### config.mk
export PLATFORM = sky130hd
export DESIGN_NAME = delay_scan_ctrl
export DESIGN_NICKNAME = d
export VERILOG_FILES = /design/src/rtl/delay_scan_ctrl.sv
export SDC_FILE = /design/constraint.sdc
export NUM_CORES = 1
export LEC_CHECK = 0
export CAP_MARGIN = 10
export CORE_MARGIN = 10
export CORE_UTILIZATION = 50
export DETAILED_ROUTE_END_ITERATION = 12
export HOLD_SLACK_MARGIN = 0.08
export PLACE_DENSITY = 0.77
export SLEW_MARGIN = 10
export SYNTH_ARGS = -nofsm -noshare
export SYNTH_HDL_FRONTEND = slang
export SYNTH_SLANG_ARGS = --single-unit
### constraint.sdc
create_clock -name clk -period 4.4 [get_ports clk]
set_input_delay 0.88 -clock clk [delete_from_list [all_inputs] [get_ports clk]]
set_output_delay 0.88 -clock clk [all_outputs]
set_load 0.03 [all_outputs]
### src/rtl/delay_scan_ctrl.sv
// Tap-delay scan initiator: steps a delay line through a tap range,
// waits for each update, counts ones on the delayed data per tap.
module delay_scan_ctrl #(
    parameter int TAP_W       = 9,
    parameter int CNT_W       = 16,
    parameter int SETTLE_CYC  = 8,
    parameter int TIMEOUT_CYC = 64
) (
    input  logic             clk,
    input  logic             rst_n,
    input  logic             start,
    input  logic [TAP_W-1:0] tap_first,
    input  logic [TAP_W-1:0] tap_last,
    input  logic [TAP_W-1:0] tap_step,
    input  logic [CNT_W-1:0] sample_len,
    output logic             busy,
    output logic             scan_done,
    output logic             timeout_err,
    output logic             dly_change,
    output logic [TAP_W-1:0] dly_value,
    input  logic             dly_done,
    input  logic [TAP_W-1:0] dly_readback,
    input  logic             data_in,
    output logic             res_valid,
    input  logic             res_ready,
    output logic [TAP_W-1:0] res_tap,
    output logic [TAP_W-1:0] res_readback,
    output logic [CNT_W-1:0] res_ones
);

    typedef enum logic [2:0] {
        S_IDLE,
        S_REQ,
        S_WAIT,
        S_SETTLE,
        S_SAMPLE,
        S_REPORT,
        S_NEXT,
        S_FINISH
    } state_t;

    localparam logic [CNT_W-1:0] LP_CNT_ONE = CNT_W'(1);
    localparam logic [TAP_W-1:0] LP_TAP_ONE = TAP_W'(1);
    localparam logic [CNT_W-1:0] LP_TO_LAST = CNT_W'(TIMEOUT_CYC - 1);
    localparam logic [CNT_W-1:0] LP_SET_LAST = CNT_W'(SETTLE_CYC - 1);

    state_t r_state;
    state_t w_state_nxt;

    logic [TAP_W-1:0] r_cur;
    logic [TAP_W-1:0] r_step;
    logic [TAP_W-1:0] r_last;
    logic [TAP_W-1:0] r_rb;
    logic [CNT_W-1:0] r_len;
    logic [CNT_W-1:0] r_cnt;
    logic [CNT_W-1:0] r_ones;
    logic             r_terr;
    logic             r_sync1;
    logic             r_sync2;

    logic [TAP_W:0] w_nxt;
    logic           w_stop;
    logic           w_to;
    logic           w_settle_end;
    logic           w_sample_end;

    // Next tap is computed one bit wider so a wrap past the top tap ends the scan
    assign w_nxt        = {1'b0, r_cur} + {1'b0, r_step};
    assign w_stop       = w_nxt[TAP_W] || (w_nxt[TAP_W-1:0] > r_last);
    assign w_to         = (r_cnt == LP_TO_LAST);
    assign w_settle_end = (r_cnt == LP_SET_LAST);
    assign w_sample_end = (r_cnt == (r_len - LP_CNT_ONE));

    assign timeout_err  = r_terr;
    assign dly_value    = r_cur;
    assign res_tap      = r_cur;
    assign res_readback = r_rb;
    assign res_ones     = r_ones;

    always_ff @(posedge clk or negedge rst_n) begin
        if (!rst_n) begin
            r_state <= S_IDLE;
        end else begin
            r_state <= w_state_nxt;
        end
    end

    always_comb begin
        w_state_nxt = r_state;
        busy        = 1'b0;
        scan_done   = 1'b0;
        dly_change  = 1'b0;
        res_valid   = 1'b0;
        unique case (r_state)
            S_IDLE: begin
                if (start) w_state_nxt = S_REQ;
            end
            S_REQ: begin
                busy        = 1'b1;
                dly_change  = 1'b1;
                w_state_nxt = S_WAIT;
            end
            S_WAIT: begin
                busy = 1'b1;
                if (dly_done) w_state_nxt = S_SETTLE;
                else if (w_to) w_state_nxt = S_FINISH;
            end
            S_SETTLE: begin
                busy = 1'b1;
                if (w_settle_end) w_state_nxt = S_SAMPLE;
            end
            S_SAMPLE: begin
                busy = 1'b1;
                if (w_sample_end) w_state_nxt = S_REPORT;
            end
            S_REPORT: begin
                busy      = 1'b1;
                res_valid = 1'b1;
                if (res_ready) w_state_nxt = S_NEXT;
            end
            S_NEXT: begin
                busy        = 1'b1;
                w_state_nxt = w_stop ? S_FINISH : S_REQ;
            end
            S_FINISH: begin
                scan_done   = 1'b1;
                w_state_nxt = S_IDLE;
            end
            default: w_state_nxt = S_IDLE;
        endcase
    end

    always_ff @(posedge clk or negedge rst_n) begin
        if (!rst_n) begin
            r_sync1 <= 1'b0;
            r_sync2 <= 1'b0;
        end else begin
            r_sync1 <= data_in;
            r_sync2 <= r_sync1;
        end
    end

    always_ff @(posedge clk or negedge rst_n) begin
        if (!rst_n) begin
            r_cur  <= '0;
            r_step <= '0;
            r_last <= '0;
            r_rb   <= '0;
            r_len  <= '0;
            r_cnt  <= '0;
            r_ones <= '0;
            r_terr <= 1'b0;
        end else begin
            unique case (r_state)
                S_IDLE: begin
                    if (start) begin
                        r_cur  <= tap_first;
                        r_step <= (tap_step == '0) ? LP_TAP_ONE : tap_step;
                        r_last <= tap_last;
                        r_len  <= (sample_len == '0) ? LP_CNT_ONE : sample_len;
                        r_terr <= 1'b0;
                        r_cnt  <= '0;
                    end
                end
                S_REQ: begin
                    r_cnt <= '0;
                end
                S_WAIT: begin
                    if (dly_done) begin
                        r_rb  <= dly_readback;
                        r_cnt <= '0;
                    end else if (w_to) begin
                        r_terr <= 1'b1;
                    end else begin
                        r_cnt <= r_cnt + LP_CNT_ONE;
                    end
                end
                S_SETTLE: begin
                    if (w_settle_end) begin
                        r_cnt  <= '0;
                        r_ones <= '0;
                    end else begin
                        r_cnt <= r_cnt + LP_CNT_ONE;
                    end
                end
                S_SAMPLE: begin
                    r_cnt <= r_cnt + LP_CNT_ONE;
                    if (r_sync2 && (r_ones != '1)) begin
                        r_ones <= r_ones + LP_CNT_ONE;
                    end
                end
                S_NEXT: begin
                    if (!w_stop) r_cur <= w_nxt[TAP_W-1:0];
                end
                default: begin
                end
            endcase
        end
    end

endmodule

==> impl_metrics.json <==
{
  "synth-main-ff-cell": "dfrtp_1",
  "synth_most_common_cell": "dfrtp_1",
  "finalHoldViolations": 0,
  "fmax_mhz": 244,
  "p_leak_nw": 2.73,
  "antenna_found_initial": 0,
  "min_period_over_period_pct": 93.3,
  "h-tree-depth": 3,
  "rsz0062_at_grt": "false",
  "die_w_microns": 125,
  "async_reset_ff_share_pct": 100,
  "n_fill_cell": 962,
  "reg2reg_slack_ps": 300,
  "hold_buffers": 0,
  "finalWorstSetupSlack_ps": 297,
  "setup_tns_ps": 0,
  "required_ps": 4650,
  "std_cell_rows": 38,
  "synth_top_area_share_pct": 40.9,
  "route.met2.wl_mm": 7.13,
  "dieArea_sq_mm": 0.0156,
  "routed-wl-met3_microns": 638,
  "drt_wl_total_mm": 14.3,
  "synth_area_leader_cell": "dfrtp_1",
  "ant_nets": 0,
  "worstSetupStartpointType": "register",
  "die_y_microns": 125,
  "clock_skew_ps": 13.3,
  "setup_violations": 0,
  "cts_made_buffers": 9,
  "drt-met1-wl_mm": 6.31,
  "rr_endpoint": "dly_value[7]",
  "drt_iter0_drc": 398,
  "syn-cell-area_sq_mm": 0.00551,
  "synthCells": 583,
  "clkSlewWorstSetupHoldPaths_ps": 100,
  "synthTopCellsByCount": "dfrtp_1 (90), nor2_1 (47), o21ai_0 (44), nand2_1 (42), mux2_2 (40)",
  "floorplan.initialDensity_pct": 50.9,
  "grt_pass1_vias": 4802,
  "core_sq_mm": 0.0108,
  "dr.max_layer_used": "met4",
  "synth_area_leaders": "dfrtp_1 (41%), mux2_2 (8.2%), ha_1 (4.8%)",
  "cp-startpoint": "dly_value[0]",
  "cts_sinks": 90,
  "grt_max_degree": 59,
  "io_pins": 106,
  "power.density_mw_per_mm2": 720,
  "syn_nets": 663,
  "vias": 4764,
  "crit_arrival_ps": 4360,
  "period_minus_slack_ps": 4100,
  "outcome": "finished, final reports clean",
  "dr.pass1.iters": 5,
  "cp-end-kind": "register",
  "cts-root-buf": "clkbuf_8",
  "whs_endpoint": "r_sync2",
  "wl_per_cell_microns": 17.7,
  "timing.hold.ws_ps": 381,
  "yosysUniqueCellTypes": 67,
  "reg2regPathDepth": 16,
  "synth-seq-cells": 90,
  "hold_path_class": "register to register",
  "area_growth_pct": 23.1,
  "nets": 744,
  "seqCellArea_sq_mm": 0.00225,
  "crit_fanout": 6,
  "place_hpwl_mm": 10.7,
  "worstMarginPinSlew_ps": 1160,
  "cts_tree": "built",
  "avgSynthCellArea_sq_um": 9.46,
  "overflow": 0,
  "worstSetupPathType": "register to register",
  "viasPerCell": 5.90,
  "portBuffers": 105,
  "diodes": 0,
  "clockBufferDepth": 2,
  "maxSlewHeadroom_pct": 21.5,
  "postCtsSetupRepairBufs": 0,
  "synth_warnings": 0,
  "hp-start": "r_sync1",
  "multi_input_area_sq_mm": 0.00298,
  "regToRegStartpoint": "dly_value[0]",
  "grt_pass1_wl_mm": 24.1,
  "insertion_delay_ps": 370,
  "drive_gt1_share_pct": 11.1,
  "place.gp.congestion": 0.916,
  "pre_cts_ws_ps": 316,
  "gr-usage-all-layers_pct": 18.1,
  "drc": 0,
  "timing.max_cap.violations": 0,
  "vdd_drop_max_v": 0.000566,
  "hold_depth": 0,
  "synth_seq_area_share_pct": 40.9,
  "slew_viol_final": 0,
  "synth_edf_count": 0
}
how the worst max path moves through the flow:
stage	end	cells after the start
after floorplan	dly_value[0]	15
after global placement	dly_value[7]	16
after detailed placement	dly_value[4]	16
after CTS	dly_value[5]	16
after global routing	dly_value[6]	16
final	dly_value[7]	16
state kept, by name, indices dropped and copies added, names as in the netlist:
name          count
r_step            9
res_ones         16
r_cnt            16
r_len            16
r_last            9
dly_value         9
r_sync1           1
r_state           3
r_sync2           1
res_readback      9
timeout_err       1
layout by cell type (no fill, tap or decap), types with 11 or more instances in the layout:
master	synthesis	routed
clkdlybuf4s50_1	0	104
dfrtp_1	90	90
nor2_1	47	47
o21ai_0	44	44
nand2_1	42	42
mux2_2	40	40
inv_1	25	25
nor3_1	24	24
ha_1	21	21
xnor2_1	19	19
a21oi_1	19	19
xor2_1	17	17
nand3_1	12	12
o31ai_1	11	11
nor4_1	11	11
power breakdown:
part	leakage, nW	total, mW	internal [mW]	switching (mW)
Sequential	1.14	1.42	1.11	0.311
Clock	0.0994	0.582	0.277	0.305
Combinational	1.50	2.88	1.29	1.60
Total	2.73	4.88	2.67	2.21
through the flow:
step	cell area [sq um]	power [mW]	cells	utilization [%]
final	6780	4.88	808	62.6
after global routing	6780	5.26	808	62.6
after CTS	6780	4.87	808	62.5
after detailed placement	6580	4.25	793	60.7
after global placement	6580	4.13	793	60.7
after floorplan	5510	3.44	583	-
critical path, stage by stage (launching register included):
cell and delay (ps):
dfrtp_1 410, ha_1 220, inv_1 60, fa_1 400, nor2b_1 170, o31a_1 170, o21ai_0 100, a21oi_1 210
nor2_1 80, ha_1 310, a211o_1 300, o221ai_1 220, a21oi_1 70, o41a_1 380, nor3_4 320, buf_4 220
mux2_2 340
cells by family (layout without fill, tap and decap cells):
family	count (synthesis)	after routing	share of synthesized area, %
AND/OR/NAND/NOR	195	195	18.5
AO/OA/AOI/OAI	129	129	15.3
flip-flops	90	90	40.9
buffers and inverters	65	150	5.27
multiplexers	46	46	9.26
XOR/XNOR	36	36	5.72
adder cells (fa/ha/maj)	22	22	5.13
per-layer routing:
layer / GRT usage (%) / vias up
met4: 6.03 / 0
met5: 0 / -
li1: - / 2270
met2: 30.9 / 132
met1: 22.6 / 2344
met3: 3.13 / 18
area by class of cell:
cell class / count / share of cell area (%)
Clock buffer: 11 / 2.08
Clock inverter: 4 / 0.775
Inverter: 25 / 1.38
Multi-Input combinational cell: 428 / 44.0
Sequential cell: 90 / 33.2
Tap cell: 140 / 2.58
Timing Repair Buffer: 110 / 16.0
timing repair:
item,CTS,global route
endpoints found under the setup margin,0,3
endpoints found under the hold margin,0,0
gates resized for setup,0,1
(Power assumes the default switching activity.)
